### src/rtl/dma_sched_pkg.sv
// Shared state type, default widths and modular counter helper for dma_buf_scheduler.
package dma_sched_pkg;

   localparam int DEF_ADR_W = 28;
   localparam int DEF_CNT_W = 16;

   typedef enum logic [2:0] {
      S_IDLE,
      S_ARM,
      S_ISSUE,
      S_GAP,
      S_FLUSH
   } sched_state_e;

   // Callers truncate the result to their counter width to obtain the modular distance a-b.
   function automatic logic [31:0] cnt_diff(input logic [31:0] a, input logic [31:0] b);
      return a - b;
   endfunction

endpackage

### src/rtl/dma_done_min.sv
// Registered minimum of per-channel DONE_CNT progress since the captured base counts.
module dma_done_min
   import dma_sched_pkg::*;
#(
   parameter int NCH   = 3,
   parameter int CNT_W = DEF_CNT_W
) (
   input  logic                 CLK,
   input  logic                 RST,
   input  logic                 clr_i,
   input  logic                 en_i,
   input  logic [NCH*CNT_W-1:0] done_cnt_i,
   input  logic [NCH*CNT_W-1:0] done_base_i,
   output logic [CNT_W-1:0]     completed_o
);

   logic [CNT_W-1:0] min_d;
   logic [CNT_W-1:0] delta;

   always_comb begin
      min_d = '1;
      delta = '0;
      for (int ch = 0; ch < NCH; ch++) begin
         delta = CNT_W'(cnt_diff(32'(done_cnt_i[ch*CNT_W +: CNT_W]),
                                 32'(done_base_i[ch*CNT_W +: CNT_W])));
         if (delta < min_d) min_d = delta;
      end
   end

   // Cleared on a new run so the stale pre-run delta is never seen as progress.
   always_ff @(posedge CLK) begin
      if (RST || clr_i) completed_o <= '0;
      else if (en_i)    completed_o <= min_d;
   end

endmodule

### src/rtl/dma_buf_scheduler.sv
// Ring-buffer command scheduler for NCH lockstep DMA channels.
// Optional watchdog enabled by defining DMA_SCHED_TIMEOUT_EN.
module dma_buf_scheduler
   import dma_sched_pkg::*;
#(
   parameter int NCH            = 3,
   parameter int ADR_W          = DEF_ADR_W,
   parameter int CNT_W          = DEF_CNT_W,
   parameter int CMD_DEPTH      = 1,
   parameter int TIMEOUT_CYCLES = 2**24
) (
   input  logic                 CLK,
   input  logic                 RST,
   input  logic                 RUN,
   input  logic                 STOP,
   input  logic [ADR_W-1:0]     CFG_BASE_ADR,
   input  logic [ADR_W-1:0]     CFG_CH_STRIDE,
   input  logic [ADR_W-1:0]     CFG_BUF_SIZE,
   input  logic [CNT_W-1:0]     CFG_RING_BUFS,
   input  logic [CNT_W-1:0]     CFG_BUF_TOTAL,
   input  logic                 HOST_RELEASE,
   input  logic [NCH*CNT_W-1:0] DMA_DONE_CNT,
   output logic [NCH-1:0]       DMA_START,
   output logic [NCH*ADR_W-1:0] DMA_START_ADR,
   output logic [ADR_W-1:0]     DMA_BUF_SIZE,
   output logic                 BUF_DONE,
   output logic [CNT_W-1:0]     BUF_DONE_IDX,
   output logic                 BUSY,
   output logic                 ALL_DONE,
   output logic                 ERR_RELEASE,
   output logic                 ERR_TIMEOUT
);

   sched_state_e         state_q, state_d;
   logic [ADR_W-1:0]     buf_size_q, buf_size_d, offset_q, offset_d;
   logic [CNT_W-1:0]     ring_q, ring_d, total_q, total_d;
   logic [NCH*ADR_W-1:0] ch_base_q, ch_base_d, adr_q, adr_d;
   logic [NCH*CNT_W-1:0] done_base_q, done_base_d;
   logic [CNT_W-1:0]     issued_q, issued_d, released_q, released_d, idx_q, idx_d;
   logic [CNT_W-1:0]     seen_q, seen_d, owed_q, owed_d, done_idx_q, done_idx_d;
   logic [CNT_W-1:0]     buf_done_idx_q, buf_done_idx_d;
   logic                 stop_pend_q, stop_pend_d, buf_done_q, buf_done_d;
   logic                 all_done_q, all_done_d, err_rel_q, err_rel_d;
   logic [CNT_W-1:0]     completed, occ_cmd, occ_ring, occ_host, owed_sum;
   logic [ADR_W-1:0]     base_acc;
   logic                 run_go, can_issue, timeout_hit;

   dma_done_min #(.NCH(NCH), .CNT_W(CNT_W)) u_done_min (
      .CLK         (CLK),
      .RST         (RST),
      .clr_i       (run_go),
      .en_i        (state_q != S_IDLE),
      .done_cnt_i  (DMA_DONE_CNT),
      .done_base_i (done_base_q),
      .completed_o (completed)
   );

   assign run_go    = RUN && (state_q == S_IDLE);
   assign occ_cmd   = CNT_W'(cnt_diff(32'(issued_q), 32'(completed)));
   assign occ_ring  = CNT_W'(cnt_diff(32'(issued_q), 32'(released_q)));
   assign occ_host  = CNT_W'(cnt_diff(32'(completed), 32'(released_q)));
   assign owed_sum  = owed_q + CNT_W'(cnt_diff(32'(completed), 32'(seen_q)));
   assign can_issue = (occ_cmd < CNT_W'(CMD_DEPTH)) && (occ_ring < ring_q) &&
                      ((total_q == '0) || (issued_q < total_q)) && !stop_pend_q && !STOP;

   always_comb begin
      state_d        = state_q;
      buf_size_d     = buf_size_q;
      offset_d       = offset_q;
      ring_d         = ring_q;
      total_d        = total_q;
      ch_base_d      = ch_base_q;
      adr_d          = adr_q;
      done_base_d    = done_base_q;
      issued_d       = issued_q;
      released_d     = released_q;
      idx_d          = idx_q;
      done_idx_d     = done_idx_q;
      buf_done_idx_d = buf_done_idx_q;
      stop_pend_d    = stop_pend_q;
      all_done_d     = all_done_q;
      err_rel_d      = err_rel_q;
      base_acc       = CFG_BASE_ADR;
      seen_d         = completed;
      owed_d         = owed_sum;
      buf_done_d     = (owed_sum != '0);

      // Completions arriving in bursts are paid out one BUF_DONE per cycle.
      if (buf_done_d) begin
         owed_d         = owed_sum - CNT_W'(1);
         buf_done_idx_d = done_idx_q;
         done_idx_d     = (done_idx_q + CNT_W'(1) == ring_q) ? '0 : done_idx_q + CNT_W'(1);
      end

      if (HOST_RELEASE) begin
         if (occ_host != '0) released_d = released_q + CNT_W'(1);
         else                err_rel_d  = 1'b1;
      end

      if (STOP && state_q != S_IDLE) stop_pend_d = 1'b1;

      case (state_q)
         S_IDLE: begin
            if (RUN) begin
               state_d     = S_ARM;
               buf_size_d  = CFG_BUF_SIZE;
               ring_d      = CFG_RING_BUFS;
               total_d     = CFG_BUF_TOTAL;
               for (int ch = 0; ch < NCH; ch++) begin
                  ch_base_d[ch*ADR_W +: ADR_W] = base_acc;
                  base_acc = base_acc + CFG_CH_STRIDE;
               end
               done_base_d = DMA_DONE_CNT;
               issued_d    = '0;
               released_d  = '0;
               idx_d       = '0;
               offset_d    = '0;
               seen_d      = '0;
               owed_d      = '0;
               done_idx_d  = '0;
               buf_done_d  = 1'b0;
               all_done_d  = 1'b0;
               err_rel_d   = 1'b0;
               stop_pend_d = 1'b0;
            end
         end
         S_ARM: begin
            if (total_q != '0 && completed == total_q) begin
               all_done_d = 1'b1;
               state_d    = S_IDLE;
            end else if (stop_pend_q || STOP) begin
               state_d = S_FLUSH;
            end else if (can_issue) begin
               state_d = S_ISSUE;
               for (int ch = 0; ch < NCH; ch++)
                  adr_d[ch*ADR_W +: ADR_W] = ch_base_q[ch*ADR_W +: ADR_W] + offset_q;
            end
         end
         S_ISSUE: begin
            issued_d = issued_q + CNT_W'(1);
            state_d  = S_GAP;
         end
         S_GAP: begin
            if (idx_q + CNT_W'(1) == ring_q) begin
               idx_d    = '0;
               offset_d = '0;
            end else begin
               idx_d    = idx_q + CNT_W'(1);
               offset_d = offset_q + buf_size_q;
            end
            state_d = S_ARM;
         end
         S_FLUSH: begin
            if (completed == issued_q) state_d = S_IDLE;
         end
         default: state_d = S_IDLE;
      endcase

      if (timeout_hit) state_d = S_IDLE;
   end

   always_ff @(posedge CLK) begin
      if (RST) begin
         state_q        <= S_IDLE;
         buf_size_q     <= '0;
         offset_q       <= '0;
         ring_q         <= '0;
         total_q        <= '0;
         ch_base_q      <= '0;
         adr_q          <= '0;
         done_base_q    <= '0;
         issued_q       <= '0;
         released_q     <= '0;
         idx_q          <= '0;
         seen_q         <= '0;
         owed_q         <= '0;
         done_idx_q     <= '0;
         buf_done_idx_q <= '0;
         stop_pend_q    <= 1'b0;
         buf_done_q     <= 1'b0;
         all_done_q     <= 1'b0;
         err_rel_q      <= 1'b0;
      end else begin
         state_q        <= state_d;
         buf_size_q     <= buf_size_d;
         offset_q       <= offset_d;
         ring_q         <= ring_d;
         total_q        <= total_d;
         ch_base_q      <= ch_base_d;
         adr_q          <= adr_d;
         done_base_q    <= done_base_d;
         issued_q       <= issued_d;
         released_q     <= released_d;
         idx_q          <= idx_d;
         seen_q         <= seen_d;
         owed_q         <= owed_d;
         done_idx_q     <= done_idx_d;
         buf_done_idx_q <= buf_done_idx_d;
         stop_pend_q    <= stop_pend_d;
         buf_done_q     <= buf_done_d;
         all_done_q     <= all_done_d;
         err_rel_q      <= err_rel_d;
      end
   end

`ifdef DMA_SCHED_TIMEOUT_EN
   logic [31:0] wd_q, wd_d;
   logic        err_to_q, err_to_d;

   // Watchdog only runs while work is outstanding and progress has stalled.
   always_comb begin
      wd_d     = wd_q + 32'd1;
      err_to_d = err_to_q || timeout_hit;
      if (state_q == S_IDLE || completed != seen_q || issued_q == completed) wd_d = '0;
   end

   always_ff @(posedge CLK) begin
      if (RST || run_go) begin
         wd_q     <= '0;
         err_to_q <= 1'b0;
      end else begin
         wd_q     <= wd_d;
         err_to_q <= err_to_d;
      end
   end

   assign timeout_hit = (state_q != S_IDLE) && (wd_q == 32'(TIMEOUT_CYCLES - 1));
   assign ERR_TIMEOUT = err_to_q;
`else
   assign timeout_hit = 1'b0;
   assign ERR_TIMEOUT = 1'b0;
`endif

   assign DMA_START     = {NCH{state_q == S_ISSUE}};
   assign DMA_START_ADR = adr_q;
   assign DMA_BUF_SIZE  = buf_size_q;
   assign BUF_DONE      = buf_done_q;
   assign BUF_DONE_IDX  = buf_done_idx_q;
   assign BUSY          = (state_q != S_IDLE);
   assign ALL_DONE      = all_done_q;
   assign ERR_RELEASE   = err_rel_q;

endmodule

### config.mk
export PLATFORM = sky130hd
export DESIGN_NAME = dma_buf_scheduler
export DESIGN_NICKNAME = d
export VERILOG_FILES = /design/src/rtl/dma_sched_pkg.sv /design/src/rtl/dma_done_min.sv /design/src/rtl/dma_buf_scheduler.sv
export SDC_FILE = /design/constraint.sdc
export NUM_CORES = 1
export LEC_CHECK = 0
export ABC_CLOCK_PERIOD_IN_PS = 23100
export CORE_AREA = 2 2 228 230
export DETAILED_ROUTE_END_ITERATION = 6
export DIE_AREA = 0 0 230 232
export PLACE_DENSITY_LB_ADDON = 0.12
export SLEW_MARGIN = 15
export SYNTH_ARGS = -nofsm -noshare
export SYNTH_HDL_FRONTEND = slang
export SYNTH_SLANG_ARGS = --single-unit
### constraint.sdc
create_clock -name CLK -period 23.1 [get_ports CLK]
set_input_delay 5.775 -clock CLK [delete_from_list [all_inputs] [get_ports CLK]]
set_output_delay 5.775 -clock CLK [all_outputs]
set_load 0.03 [all_outputs]
Word-level counts from Yosys, hierarchy flattened
Index checks and enable logic that the tools add are counted.

Latch bits: 0. Memory bits (writable): 0. Logic and storage cells: 127. Memories: 0. Memory bits (read-only): 0. Input port bits: 169. Flip-flop bits (word level): 439. Output and inout port bits: 136.

Eq/ne operators: 12. Div/mod/pow operators: 0. Bitwise logic cells: 2. Shift operators: 0. Add/sub/neg operators: 19. Reduce and logical (&&, ||, !) cells: 27. Multiplexer cells: 41. Order comparisons: 6. $mul: 0.

Operator list (number): 2-to-1 mux 16 bit (18); adder 28 bit (6); subtractor 16 bit (7); adder 16 x 1 -> 16 bit (second input constant) (4); equality test 16 bit (4); < comparator 16 bit (4); case mux 16 bit (2 select lines) (2); 2-to-1 mux 28 bit (2); case mux 28 bit (2 select lines) (1); nonzero test 16 bit (3); adder 16 bit (1); logical NOT 16 bit (1); < comparator 16 x 1 -> 1 bit (second input constant) (1); < comparator 16 bit (second input constant) (1); subtractor 16 x 1 -> 16 bit (second input constant) (1); 2-to-1 mux 3 bit (5); case mux 3 bit (5 select lines) (1); 2-to-1 mux 1 bit (11); logical AND 1 bit (7); equality test 3 x 2 -> 1 bit (second input constant) (2); != test 2 bit (second input constant) (3); AND reduction 2 bit (3); AND reduction 3 bit (2); nonzero test 2 bit (3); other kinds (10) (14).

Depth between registers and ports, before layout
Depth after elaboration: 10. Depth in mapped cells: 36. Depth with buffers taken out: 33.

Hierarchy
From an unflattened synthesis, not the netlist that was laid out.

Cell total of the unflattened synthesis: 4059. Area, all modules: 31395.1 um^2.

Modules (own cells, without submodules): dma_buf_scheduler (area an instance 27644.0 um^2, instances 1, sequential area each 8468.1 um^2, cells each 3559); dma_done_min (area an instance 3751.1 um^2, instances 1, sequential area each 320.3 um^2, cells each 500).

Least setup slack after synthesis
Ideal clock, no wire load.

Path type: in2reg. From: input DMA_DONE_CNT[0]. To: register u_done_min.completed_o[10]. Stages on the path: 36. Setup time: 0.150 ns. Arrival: 11.780 ns. Required time: 22.950 ns. Setup slack: 11.170 ns. Buffers on the path: 3. Path through: inv_1 > ha_1 > inv_1 > fa_1 > a21o_1 > a21oi_1 > nand2b_1 > a21oi_1 > a41oi_1 > nor2b_1 > xnor2_1 > inv_1 > ha_1 > a21o_1 > a211oi_1 > o21bai_1 > a21o_1 > a221oi_1 > clkbuf_1 > clkbuf_1 > nand2_1 > o21ai_0 > inv_1 > ha_1 > a21o_1 > a21o_1 > a21o_1 > a21o_1 > a21oi_1 > nor2b_1 > o21ai_0 > nand2_1 > a41oi_1 > clkbuf_1 > mux2i_1 > a2bb2oi_1.

Word-level cells in the longest chain between the ends: 7.

Ends and longest elaborated chain: start: declaration (RTL line dma_buf_scheduler.sv:22) `input logic [NCH*CNT_W-1:0] DMA_DONE_CNT,`; subtractor 16 bit * (RTL line dma_sched_pkg.sv:17) `return a - b;`; < comparator 16 bit (RTL line dma_done_min.sv:26) `if (delta < min_d) min_d = delta;`; 2-to-1 mux 16 bit * (RTL line dma_done_min.sv:26); < comparator 16 bit (RTL line dma_done_min.sv:26); 2-to-1 mux 16 bit * (RTL line dma_done_min.sv:26); < comparator 16 bit (RTL line dma_done_min.sv:26); 2-to-1 mux 16 bit * (RTL line dma_done_min.sv:26); end signal: assignment (RTL line dma_done_min.sv:33) `else if (en_i) completed_o <= min_d;`; end: declaration (RTL line dma_done_min.sv:14) `output logic [CNT_W-1:0] completed_o`.

Mark *: on every way between the ends. The rest lies on a longest branch, timed or not. A chain may end at the register's enable or synchronous reset.

Worst setup path in the final report
From: input DMA_DONE_CNT[17]. To: register u_done_min.completed_o[1].

Word-level cells in the longest chain between the ends: 5.

Ends and longest elaborated chain (RTL line): subtractor 16 bit * (dma_sched_pkg.sv:17); < comparator 16 bit (dma_done_min.sv:26); 2-to-1 mux 16 bit * (dma_done_min.sv:26); < comparator 16 bit (dma_done_min.sv:26); 2-to-1 mux 16 bit * (dma_done_min.sv:26).

Marks and branches as above.

==> reports/metrics.sh <==
CTS_MADE_BUFFERS=51
DOMINANTREGCELLSYNTH='dfxtp_1'
WIRE_PER_INST_UM=18.09
MAX_CLK_RATE_MHz=78.02
SETUP.WORST_PATH.CLASS='in -> reg'
POSTSYNTHNETCOUNT=4492
SYNTH.AREA.TOP_CELLS='dfxtp_1, ha_1, nand2_1'
CRIT_PATH_TOP_DELAY_CELL='a41oi_2'
CP_DATA_ARRIVAL_TIME_NS=13.35
OUTCOME='completed'
DRT_WL_TOTAL_UM=88730
VDD_DROP_MAX_mV=0.06170
GRT_PASS1_WL_UM=139600
YOSYSWARNINGCOUNT=0
ROUTE.DETAILED.DRC=0
FINAL_COMMON_CELL='nand2_1'
AREAGROWTHSYNTHTOFINISH_PCT=17.08
CLKSINKCOUNT=439
DIE_AREA_MM2=0.05336
WORST_SETUP_HOLD_PATH_CLK_SLEW_NS=0.05
PLACE.PORT_BUFFERS=303
RSZ_0062_RAISED_AFTER_GLOBAL_ROUTING='no'
FIN_TNS_SETUP_NS=0
POST_CTS_HOLD_BUFFER_COUNT=0
MAXIMUM_NUMBER_OF_PINS_ON_ONE_NET_BEFORE_GLOBAL_ROUTE_REPAIR=185
POWER_DENSITY_mW_PER_MM2=78.84
SYNTHDISTINCTLIBCELLS=83
MIN_PATH_TYPE='reg -> reg'
FINALWEIGHTEDCONGESTION=0.9454
ROUTED_VIA_DENSITY=5.854
SYNTH_AREA_PER_CELL_UM2=7.774
POST-ROUTE-UTIL_PCT=70.89
SYN-INSTANCE-COUNT=3963
DRT_INITIAL_VIOLATIONS=2082
FILLERS=4275
CRIT_START_CATEGORY='input pin'
SYNTH.TOP_CELL.AREA_SHARE_PCT=28.53
SLEW_LIMIT_HEADROOM_PCT=23.07
DIE_WIDTH_UM=230
GRT_REMAINING_OVERFLOW=0
SYNTH.YOSYS.SEQ_AREA_SHARE_PCT=28.53
SYNTH_EDF_COUNT=0
TIMING.MAX_CAP.VIOLATIONS=0
DRTPASS1ITERATIONS=6
CELL_AREA_AFTER_SYNTHESIS_MM2=0.03081
COUNT_OF_PINS_ON_THE_BLOCK_BOUNDARY=305
FINAL_LAYOUT_SIZE_SUFFIX_GT1_SHARE_PCT=3.502
CRIT_PATH_MAX_FANOUT=26
HPWL_UM=66340
FLOORPLAN.INITIALDENSITY_PCT=60.55
POSTROUTEANTENNANETS=0
CRITICAL_PATH.MAX_STAGE_DELAY_NS=0.91
SYNTH_AREA_LEADER_CELL='dfxtp_1'
CTS-HTREE-LEVELS=2
CLK_PATH_BUF_DEPTH=3
ANTENNA_FOUND_INITIAL=0
TIMING_WORST_SLEW_PIN_VALUE_NS=1.154
DESIGN.FINAL.NETS=4718
ASYNC_RESET_FF_SHARE_PCT=0
POST_CTS_RESIZE_COUNT=0
PERIOD_NEEDED_NS=12.82
SKEW_NS=0.02314
ROUTE.VIAS.TOTAL=28720
ANTENNA_CELLS=0
CTS_ROOT_BUF='clkbuf_16'
FINALMAXSLEWVIOLATIONS=0
ENDPOINT_KIND='flop'
FP.DIEH_UM=232
GRT_PASS1_VIAS=26590
WORST_EP_REQUIRED_TIME_NS=23.63
TIMING.FINAL.HOLD_VIOLATIONS=0
POST_CTS_BUFFERS=0
SYNTH.FF_LATCH_COUNT=439
FINALSETUPVIOLATIONS=0
LEAKAGE_nW=15.19
WORST_SKEW_PAIR.LATE_LATENCY_NS=0.62
ROWS=83
GRT_USAGE_PCT=32.38
TRITONCTS='done'
FINAL_CELL_MIX='nand2_1, a21oi_1, dfxtp_1'
CORE_MM2=0.05089
TIMING.FINAL.CRIT_SHARE_PCT=55.48
## final cells by class
type / count / area (um^2) / area share (%)
Clock buffer: 72 / 1538 / 4.263
Inverter: 248 / 930.9 / 2.581
Multi-Input combinational cell: 3128 / 20560 / 56.99
Clock inverter: 18 / 201.4 / 0.5585
Timing Repair Buffer: 321 / 3206 / 8.887
Tap cell: 680 / 850.8 / 2.359
Sequential cell: 439 / 8788 / 24.36
## synth_stat cells (9+ instances only)
master	n
nand2_1	656
a21oi_1	472
dfxtp_1	439
ha_1	335
nor2_1	273
inv_1	247
xnor2_1	222
o21ai_0	147
clkbuf_1	133
a21o_1	92
xor2_1	88
nor3_1	80
nand3_1	69
or3_1	49
mux2i_1	46
o21a_1	46
nand2b_1	40
nand4_1	36
a211oi_1	31
and2_1	28
and3_1	27
nor2b_1	27
fa_1	25
nor4_1	25
o21bai_1	25
a22oi_1	21
a31oi_1	21
nand3b_1	17
or2_2	16
o211ai_1	15
o31ai_1	15
a22o_1	13
a2bb2oi_1	12
a2111oi_0	10
o41ai_1	10
a21boi_0	9
## state kept, by name (all words and copies together) (netlist names), 3 cells and up
register / flops
DMA_START_ADR: 84
ch_base_q: 84
done_base_q: 48
DMA_BUF_SIZE: 28
offset_q: 28
BUF_DONE_IDX: 16
done_idx_q: 16
idx_q: 16
issued_q: 16
owed_q: 16
released_q: 16
ring_q: 16
seen_q: 16
total_q: 16
u_done_min.completed_o: 16
state_q: 3
## critical path, delay by kind of cell
kind,cells,cell delay [ns]
simple gates,6,0.54
fa+ha+maj,3,0.94
xor+xnor,1,0.17
compound gates,16,4.22
mux,2,0.85
buf+inv,2,0.82
## metal layers
| layer | up-vias | wire (um) | global-route usage, % |
|---|---|---|---|
| li1 | 14310 | - | - |
| met1 | 13370 | 39540 | 43.79 |
| met2 | 894 | 40360 | 53.29 |
| met3 | 149 | 6151 | 4.420 |
| met4 | 0 | 2682 | 10.69 |
| met5 | - | 0 | 0 |
## kinds of logic (layout without fill, tap and decap cells)
group / after synthesis / in the layout / synth area share, %
AOI/OAI and AO/OA: 1025 / 1025 / 20.49
xor gates and xnor gates: 311 / 311 / 8.890
adders and majority gates: 360 / 360 / 15.23
buffers and inverters: 396 / 659 / 4.930
DFF: 439 / 439 / 28.53
muxes: 51 / 51 / 1.677
other: 1 / 1 / 0.01217
and+or+nand+nor: 1380 / 1380 / 20.24
## report_power, final
group	switching (W)	internal (W)
clock network	0.000340	0.000505
logic	0.000660	0.000480
registers	0.0000480	0.000811
## final timing paths
path / start / end / slack (ns) / cells past startpoint
max: DMA_DONE_CNT[17] / u_done_min.completed_o[1] / 10.28 / 30
min: done_base_q[13] / done_base_q[13] / 0.45 / 2
max reg2reg: done_base_q[17] / u_done_min.completed_o[1] / 15.57 / 30
min reg2reg: done_base_q[13] / done_base_q[13] / 0.45 / 2
## metrics by stage
step / power, W / cells / hold slack, ns / instance area [um^2] / setup slack [ns]
floorplan: 0.001705 / 3963 / 0.4356 / 30810 / 11.17
global placement: 0.001971 / 4815 / 0.4380 / 34300 / 9.889
detailed placement: 0.001984 / 4815 / 0.4423 / 34300 / 9.843
CTS: 0.002837 / 4905 / 0.4518 / 36040 / 10.38
global route: 0.003019 / 4906 / 0.4732 / 36070 / 9.740
finish: 0.002844 / 4906 / 0.4504 / 36070 / 10.28
(Power assumes the default switching activity.)
